===== config.mk =====
export PLATFORM = sky130hd
export DESIGN_NAME = mac_row4
export DESIGN_NICKNAME = d
export VERILOG_FILES = /design/src/rtl/fp16_pkg.sv /design/src/rtl/fp16_add.sv /design/src/rtl/mac_row4.sv
export SDC_FILE = /design/constraint.sdc
export NUM_CORES = 1
export LEC_CHECK = 0
export CAP_MARGIN = 15
export CORE_AREA = 2 2 214 216
export CTS_BUF_LIST = sky130_fd_sc_hd__clkbuf_2 sky130_fd_sc_hd__clkbuf_4 sky130_fd_sc_hd__clkbuf_8
export DETAILED_ROUTE_END_ITERATION = 10
export DIE_AREA = 0 0 216 218
export HOLD_SLACK_MARGIN = 0.08
export PLACE_DENSITY_LB_ADDON = 0.08
export RECOVER_POWER = 25
export REMOVE_ABC_BUFFERS = 1
export SLEW_MARGIN = 20
export SYNTH_ARGS = -nofsm -noshare
export SYNTH_HDL_FRONTEND = slang
export SYNTH_SLANG_ARGS = --single-unit

===== constraint.sdc =====
create_clock -name clk -period 78.4 [get_ports clk]
set_input_delay 7.84 -clock clk [delete_from_list [all_inputs] [get_ports clk]]
set_output_delay 7.84 -clock clk [all_outputs]
set_load 0.02 [all_outputs]

===== src/rtl/fp16_pkg.sv =====
// FP16 field layout, special encodings and the shared normalise/round/pack step.
// Define MACROW4_RNE_EN for round-to-nearest-even; the default build truncates.
package fp16_pkg;

    localparam int EXP_W = 5;
    localparam int MAN_W = 10;
    localparam int BIAS  = 15;
    localparam int MAG_W = 42;

    localparam logic [15:0] POS_INF = 16'h7C00;
    localparam logic [15:0] NEG_INF = 16'hFC00;
    localparam logic [15:0] QNAN    = 16'h7E00;

`ifdef MACROW4_RNE_EN
    localparam bit RNE = 1'b1;
`else
    localparam bit RNE = 1'b0;
`endif

    typedef struct packed {
        logic             sign;
        logic [EXP_W-1:0] exp;
        logic [MAN_W-1:0] mant;
    } fp16_t;

    // Rounds the exact finite value mag * 2^scale to FP16 with a single rounding.
    function automatic logic [15:0] round_pack(input logic sign, input int scale,
                                               input logic [MAG_W-1:0] mag);
        int               lead;
        int               f;
        int               sh;
        logic [MAG_W-1:0] norm;
        logic [13:0]      sig;
        logic [27:0]      ext;
        logic [11:0]      rnd;
        logic             up;
        logic [15:0]      res;
        lead = 0;
        for (int i = 0; i < MAG_W; i++)
            if (mag[i]) lead = i;
        norm = mag << (MAG_W - 1 - lead);
        // 11 significand bits, then guard, round and sticky
        sig  = {norm[MAG_W-1 -: 13], |norm[MAG_W-14:0]};
        f    = lead + scale + BIAS;
        sh   = (f < 1) ? 1 - f : 0;
        if (sh > 15) sh = 15;
        if (f < 1) f = 0;
        ext  = {sig, 14'b0} >> sh;
        sig  = {ext[27:15], ext[14] | (|ext[13:0])};
        up   = RNE & sig[2] & (sig[3] | sig[1] | sig[0]);
        rnd  = {1'b0, sig[13:3]} + {11'b0, up};
        if (rnd[11]) begin
            rnd = rnd >> 1;
            f   = f + 1;
        end
        // A subnormal that rounds up into the hidden bit becomes the smallest normal
        if (f == 0 && rnd[10]) f = 1;
        if (mag == '0)
            res = {sign, 15'b0};
        else if (f >= 31)
            res = sign ? NEG_INF : POS_INF;
        else
            res = {sign, f[4:0], rnd[9:0]};
        return res;
    endfunction

endpackage


===== src/rtl/fp16_add.sv =====
// Combinational FP16 adder: exact aligned sum, then one rounding via round_pack.
module fp16_add
    import fp16_pkg::*;
(
    input  logic [15:0] a,
    input  logic [15:0] b,
    output logic [15:0] y
);

    localparam int ALIGN = MAG_W - MAN_W - 3;

    fp16_t            fa, fb;
    logic             a_nan, b_nan, a_inf, b_inf;
    logic             a_big, eff_sub, sign_r, sign_big;
    logic [MAN_W:0]   sig_a, sig_b, sig_big, sig_small;
    int               e_a, e_b, e_big, e_small;
    logic [MAG_W-1:0] mag_big, mag_small, sum;

    // NOTE: every variable here is assigned on every path through the block,
    // so no storage (latch) is inferred.
    always_comb begin
        fa        = fp16_t'(a);
        fb        = fp16_t'(b);
        a_nan     = (fa.exp == '1) && (fa.mant != '0);
        b_nan     = (fb.exp == '1) && (fb.mant != '0);
        a_inf     = (fa.exp == '1) && (fa.mant == '0);
        b_inf     = (fb.exp == '1) && (fb.mant == '0);
        sig_a     = {|fa.exp, fa.mant};
        sig_b     = {|fb.exp, fb.mant};
        e_a       = (fa.exp == '0) ? 1 : int'(fa.exp);
        e_b       = (fb.exp == '0) ? 1 : int'(fb.exp);
        a_big     = {fa.exp, fa.mant} >= {fb.exp, fb.mant};
        sig_big   = a_big ? sig_a : sig_b;
        sig_small = a_big ? sig_b : sig_a;
        e_big     = a_big ? e_a : e_b;
        e_small   = a_big ? e_b : e_a;
        sign_big  = a_big ? fa.sign : fb.sign;
        // Alignment shift is at most 29, so the smaller operand loses no bits
        mag_big   = {2'b0, sig_big, {ALIGN{1'b0}}};
        mag_small = {2'b0, sig_small, {ALIGN{1'b0}}} >> (e_big - e_small);
        eff_sub   = fa.sign ^ fb.sign;
        sum       = eff_sub ? (mag_big - mag_small) : (mag_big + mag_small);
        sign_r    = (sum == '0) ? (fa.sign & fb.sign) : sign_big;

        if (a_nan || b_nan || (a_inf && b_inf && eff_sub))
            y = QNAN;
        else if (a_inf)
            y = a;
        else if (b_inf)
            y = b;
        else
            y = round_pack(sign_r, e_big - BIAS - MAN_W - ALIGN, sum);
    end

endmodule


===== src/rtl/mac_row4.sv =====
// Four-tap FP16 multiply-accumulate row: Y = sum X_k * W[k], one result per 4 activations.
// Rounding mode follows MACROW4_RNE_EN (see fp16_pkg).
module mac_row4
    import fp16_pkg::*;
#(
    parameter int NTAP = 4,
    parameter int DW   = 16
) (
    input  logic            clk,
    input  logic            reset_n,
    input  logic            enX,
    input  logic [NTAP-1:0] enW,
    input  logic [DW-1:0]   X_i,
    input  logic [DW-1:0]   W_i,
    output logic            valid_o,
    output logic [DW-1:0]   Y_o
);

    localparam int CW = $clog2(NTAP);

    logic [DW-1:0]    w [NTAP];
    logic [CW-1:0]    cnt;
    logic [DW-1:0]    acc;
    logic [DW-1:0]    prod;
    logic [DW-1:0]    sum;
    fp16_t            fx, fw;
    logic             x_nan, w_nan, x_inf, w_inf, x_zero, w_zero, p_sign;
    logic [2*MAN_W+1:0] p_mag;
    int               e_x, e_w;

    always_comb begin
        fx     = fp16_t'(X_i);
        fw     = fp16_t'(w[cnt]);
        x_nan  = (fx.exp == '1) && (fx.mant != '0);
        w_nan  = (fw.exp == '1) && (fw.mant != '0);
        x_inf  = (fx.exp == '1) && (fx.mant == '0);
        w_inf  = (fw.exp == '1) && (fw.mant == '0);
        x_zero = (fx.exp == '0) && (fx.mant == '0);
        w_zero = (fw.exp == '0) && (fw.mant == '0);
        p_sign = fx.sign ^ fw.sign;
        e_x    = (fx.exp == '0) ? 1 : int'(fx.exp);
        e_w    = (fw.exp == '0) ? 1 : int'(fw.exp);
        p_mag  = {{(MAN_W+1){1'b0}}, |fx.exp, fx.mant} * {{(MAN_W+1){1'b0}}, |fw.exp, fw.mant};

        if (x_nan || w_nan || (x_inf && w_zero) || (w_inf && x_zero))
            prod = QNAN;
        else if (x_inf || w_inf)
            prod = p_sign ? NEG_INF : POS_INF;
        else
            prod = round_pack(p_sign, e_x + e_w - 2 * (BIAS + MAN_W),
                              {{(MAG_W-2*MAN_W-2){1'b0}}, p_mag});
    end

    fp16_add u_add (
        .a (acc),
        .b (prod),
        .y (sum)
    );

    // NOTE: non-blocking assignments so every register samples pre-edge values;
    // this is what makes a same-edge weight write invisible to the paired X.
    always_ff @(posedge clk or posedge reset_n) begin
        if (reset_n) begin
            // NOTE: the weights are a small register file, not RAM, so they take
            // the async reset like any other state.
            for (int k = 0; k < NTAP; k++)
                w[k] <= '0;
            cnt     <= '0;
            acc     <= '0;
            Y_o     <= '0;
            valid_o <= 1'b0;
        end else begin
            valid_o <= 1'b0;
            for (int k = 0; k < NTAP; k++)
                if (enW[k]) w[k] <= W_i;
            if (enX) begin
                if (cnt == CW'(NTAP - 1)) begin
                    Y_o     <= sum;
                    valid_o <= 1'b1;
                    acc     <= '0;
                end else begin
                    acc <= sum;
                end
                cnt <= cnt + CW'(1);
            end
        end
    end

endmodule


==> impl_metrics.tcl <==
set metrics [dict create \
    status "finished with violations" \
    violations "capacitance limit, slew limit" \
    rsz0062_at_grt "no" \
    grtUsageTotal 0.3468 \
    synth_compound_area_frac 0.3048 \
    clkSlewWorstSetupHoldPaths_ps 100 \
    cts-root-buf "clkbuf_8" \
    grt_overflow 0 \
    grt_max_degree 59 \
    cts_tree "yes" \
    synthSimpleGateAreaFrac 0.2529 \
    ys_warn_count 0 \
    die_h_um 218 \
    syn_area_um2 22940 \
    start_util 0.5110 \
    crit_top_cell "fa_1" \
    synthAdderAreaFrac 0.1556 \
    crit_path_end_kind "register" \
    routed_via_density 6.886 \
    die_x_um 216 \
    path_max_fanout 29 \
    drt_iter0_drc 3416 \
    vias 24490 \
    finalHoldViolCount 0 \
    synth_xor_area_frac 0.03180 \
    netlist_instances 3021 \
    maxSlewHeadroom -0.2583 \
    ant_nets 0 \
    drt-pass1-iter-count 9 \
    r2r_setup_slack_ps 48230 \
    io_pins 56 \
    synth_flop_cell "dfrtp_1" \
    ys_seq_elements 99 \
    syn_to_final_growth_pct 4.446 \
    wl_per_cell_um 23.58 \
    ys_types 135 \
    synth_edf_count 0 \
    muxShareOfSynthArea 0.08204 \
    slowest_delay_ps 970 \
    avgSynthCellArea_um2 7.593 \
    drc 0 \
    final_nets 3224 \
    ctsResizeCount 0 \
    post_cts_buffers 0 \
    layout_min_cycle_time_ps 36220 \
    min_period_over_period 0.4619 \
    port-buffer-count 55 \
    clock_sinks 99 \
    grt_pass1_wl_mm 131.5 \
    fmax_ghz 0.02761 \
    die-area_um2 47090 \
    synth.area.top_cells "dfrtp_1, ha_1, fa_1" \
    start_kind "input pin" \
    finalClockSkew_ps 21.24 \
    ctsHoldBuffers 0 \
    hpwlAfterDp_mm 66.70 \
    hold_path.class "reg -> reg" \
    whs_ps 502.5 \
    n_fill_cell 4353 \
    slew_violations 44 \
    cts_buffer_depth 2 \
    arrival_ps 36450 \
    synth.largest_area_cell "dfrtp_1" \
    setup.worst_path.class "in -> reg" \
    cts_buffers 9 \
    cts-htree-levels 3 \
    netlist.area_leader.share 0.1080 \
    async_reset_ff_frac 1.000 \
    crit_slowest_cell "o21ai_2" \
    cp.required_ps 78640 \
    n_antenna_cell 0 \
    max_slew.worst_pin.slew_ps 1877 \
    routabilityCongestion 1.010 \
    layout-drive-gt1-share 0.09777 \
    row_count 78 \
    wl_mm 83.86 \
    tns_ps 0 \
    clk_latency_ps 370 \
    coreArea_um2 44890 \
    cap_violations 1 \
    setup_viol 0 \
    grt_pass1_vias 22740 \
    antenna_found_initial 1 \
    synth_top_family_by_area "compound AO/OA/AOI/OAI gates" \
    yosysSeqAreaShare 0.1080 \
]
## worst max-delay path: cells and delay by family
kind                     cells  cell delay [ps]
adder cells (fa/ha/maj)     17             5820
multiplexers                 1              300
AND/OR/NAND/NOR             29             8660
buffers and inverters       11             2040
AO/OA/AOI/OAI               40            11730
## kinds of logic (layout without fill, tap and decap cells)
logic type | after synthesis | in the layout
compound gates | 946 | 946
flops | 99 | 99
xor+xnor | 77 | 77
mux | 153 | 153
simple gates | 1154 | 1154
buf+inv | 359 | 294
fa+ha+maj | 233 | 233
## flip-flops by register name (all words and copies together) (netlist names)
signal and flops:
w 64, Y_o 16, valid_o 1, acc 16
cnt 2
## metrics by stage
step                setup slack [ps]  utilization  cells  instance area, µm²
floorplan                      42260            -   2853               22170
global placement               42470       0.5292   3541               23760
detailed placement             42400       0.5292   3541               23760
CTS                            42640       0.5335   3556               23950
global route                   40480       0.5337   3556               23960
finish                         42180       0.5337   3556               23960
## final timing paths
path                                    start            endpoint  cells past startpoint
max                                   X_i[10]  acc[1]$_DFFE_PP0P_                     98
min                        Y_o[6]$_DFFE_PP0P_  Y_o[6]$_DFFE_PP0P_                      2
max reg2reg                cnt[1]$_DFFE_PP0P_  acc[1]$_DFFE_PP0P_                     99
min reg2reg                Y_o[6]$_DFFE_PP0P_  Y_o[6]$_DFFE_PP0P_                      2
max in group asynchronous             reset_n   w[48]$_DFFE_PP0P_                      3
min in group asynchronous             reset_n  Y_o[4]$_DFFE_PP0P_                      2
## per-layer routing
layer  share of wire  GRT usage  wire (µm)  vias up
met5         0.00016          0         13        -
met4           0.023    0.07443       1896        2
met3            0.10    0.05300       8788      146
met2            0.41     0.5026      34180     1347
met1            0.46     0.5366      38970    11830
li1                -          -          -    11160
## placed cells by master (no fill, tap or decap), types with 12 or more instances in the layout
master,netlist,final
or4_1,19,19
xnor2_1,52,50
o21ai_0,126,124
ha_1,146,145
and3_1,38,38
o211ai_1,73,73
mux2_2,86,86
a31oi_1,38,38
o21ai_1,36,37
o22ai_1,22,22
a211o_1,15,15
nor3_1,70,70
or2_2,15,15
buf_4,17,33
nor2b_1,19,19
nor2_1,228,227
fa_1,87,87
nand2b_1,38,38
nand2_1,329,329
dfrtp_1,99,98
a32oi_1,14,14
mux4_2,17,17
inv_1,184,183
nor4_1,34,34
o2111ai_1,25,25
or3_1,23,23
a21oi_1,176,176
o21a_1,37,37
nand3_1,132,132
o221ai_1,13,13
mux2i_1,43,43
xor2_1,20,20
o211a_1,12,12
nand4_1,46,46
o31ai_1,30,29
and2_1,100,100
a22oi_1,14,14
clkdlybuf4s50_1,0,51
a21o_1,40,40
a211oi_1,46,46
## cell type report
class                   instances  area [µm²]  share of cell area
clock buffers                  10       131.4            0.005484
clock inverters                 5       62.56            0.002611
inverters                     191       718.2             0.02998
multi-input cells            2563       19020              0.7938
flip-flops and latches         99        2479              0.1035
well taps                     600       750.7             0.03133
repair buffers                 88       798.3             0.03332
## synthesized netlist by cell type, types with 43 or more instances
cell and n:
inv_1 184, a21oi_1 176, o211ai_1 73, ha_1 146, mux2i_1 43, fa_1 87
nand2_1 329, o21ai_0 126, clkbuf_1 106, mux2_2 86, a211oi_1 46, dfrtp_1 99
xnor2_1 52, and2_1 100, nand4_1 46, nand3_1 132, nor2_1 228, nor3_1 70
Power is not shown: default switching activity piles up to over one toggle a cycle in this logic, so the estimate is an artifact.
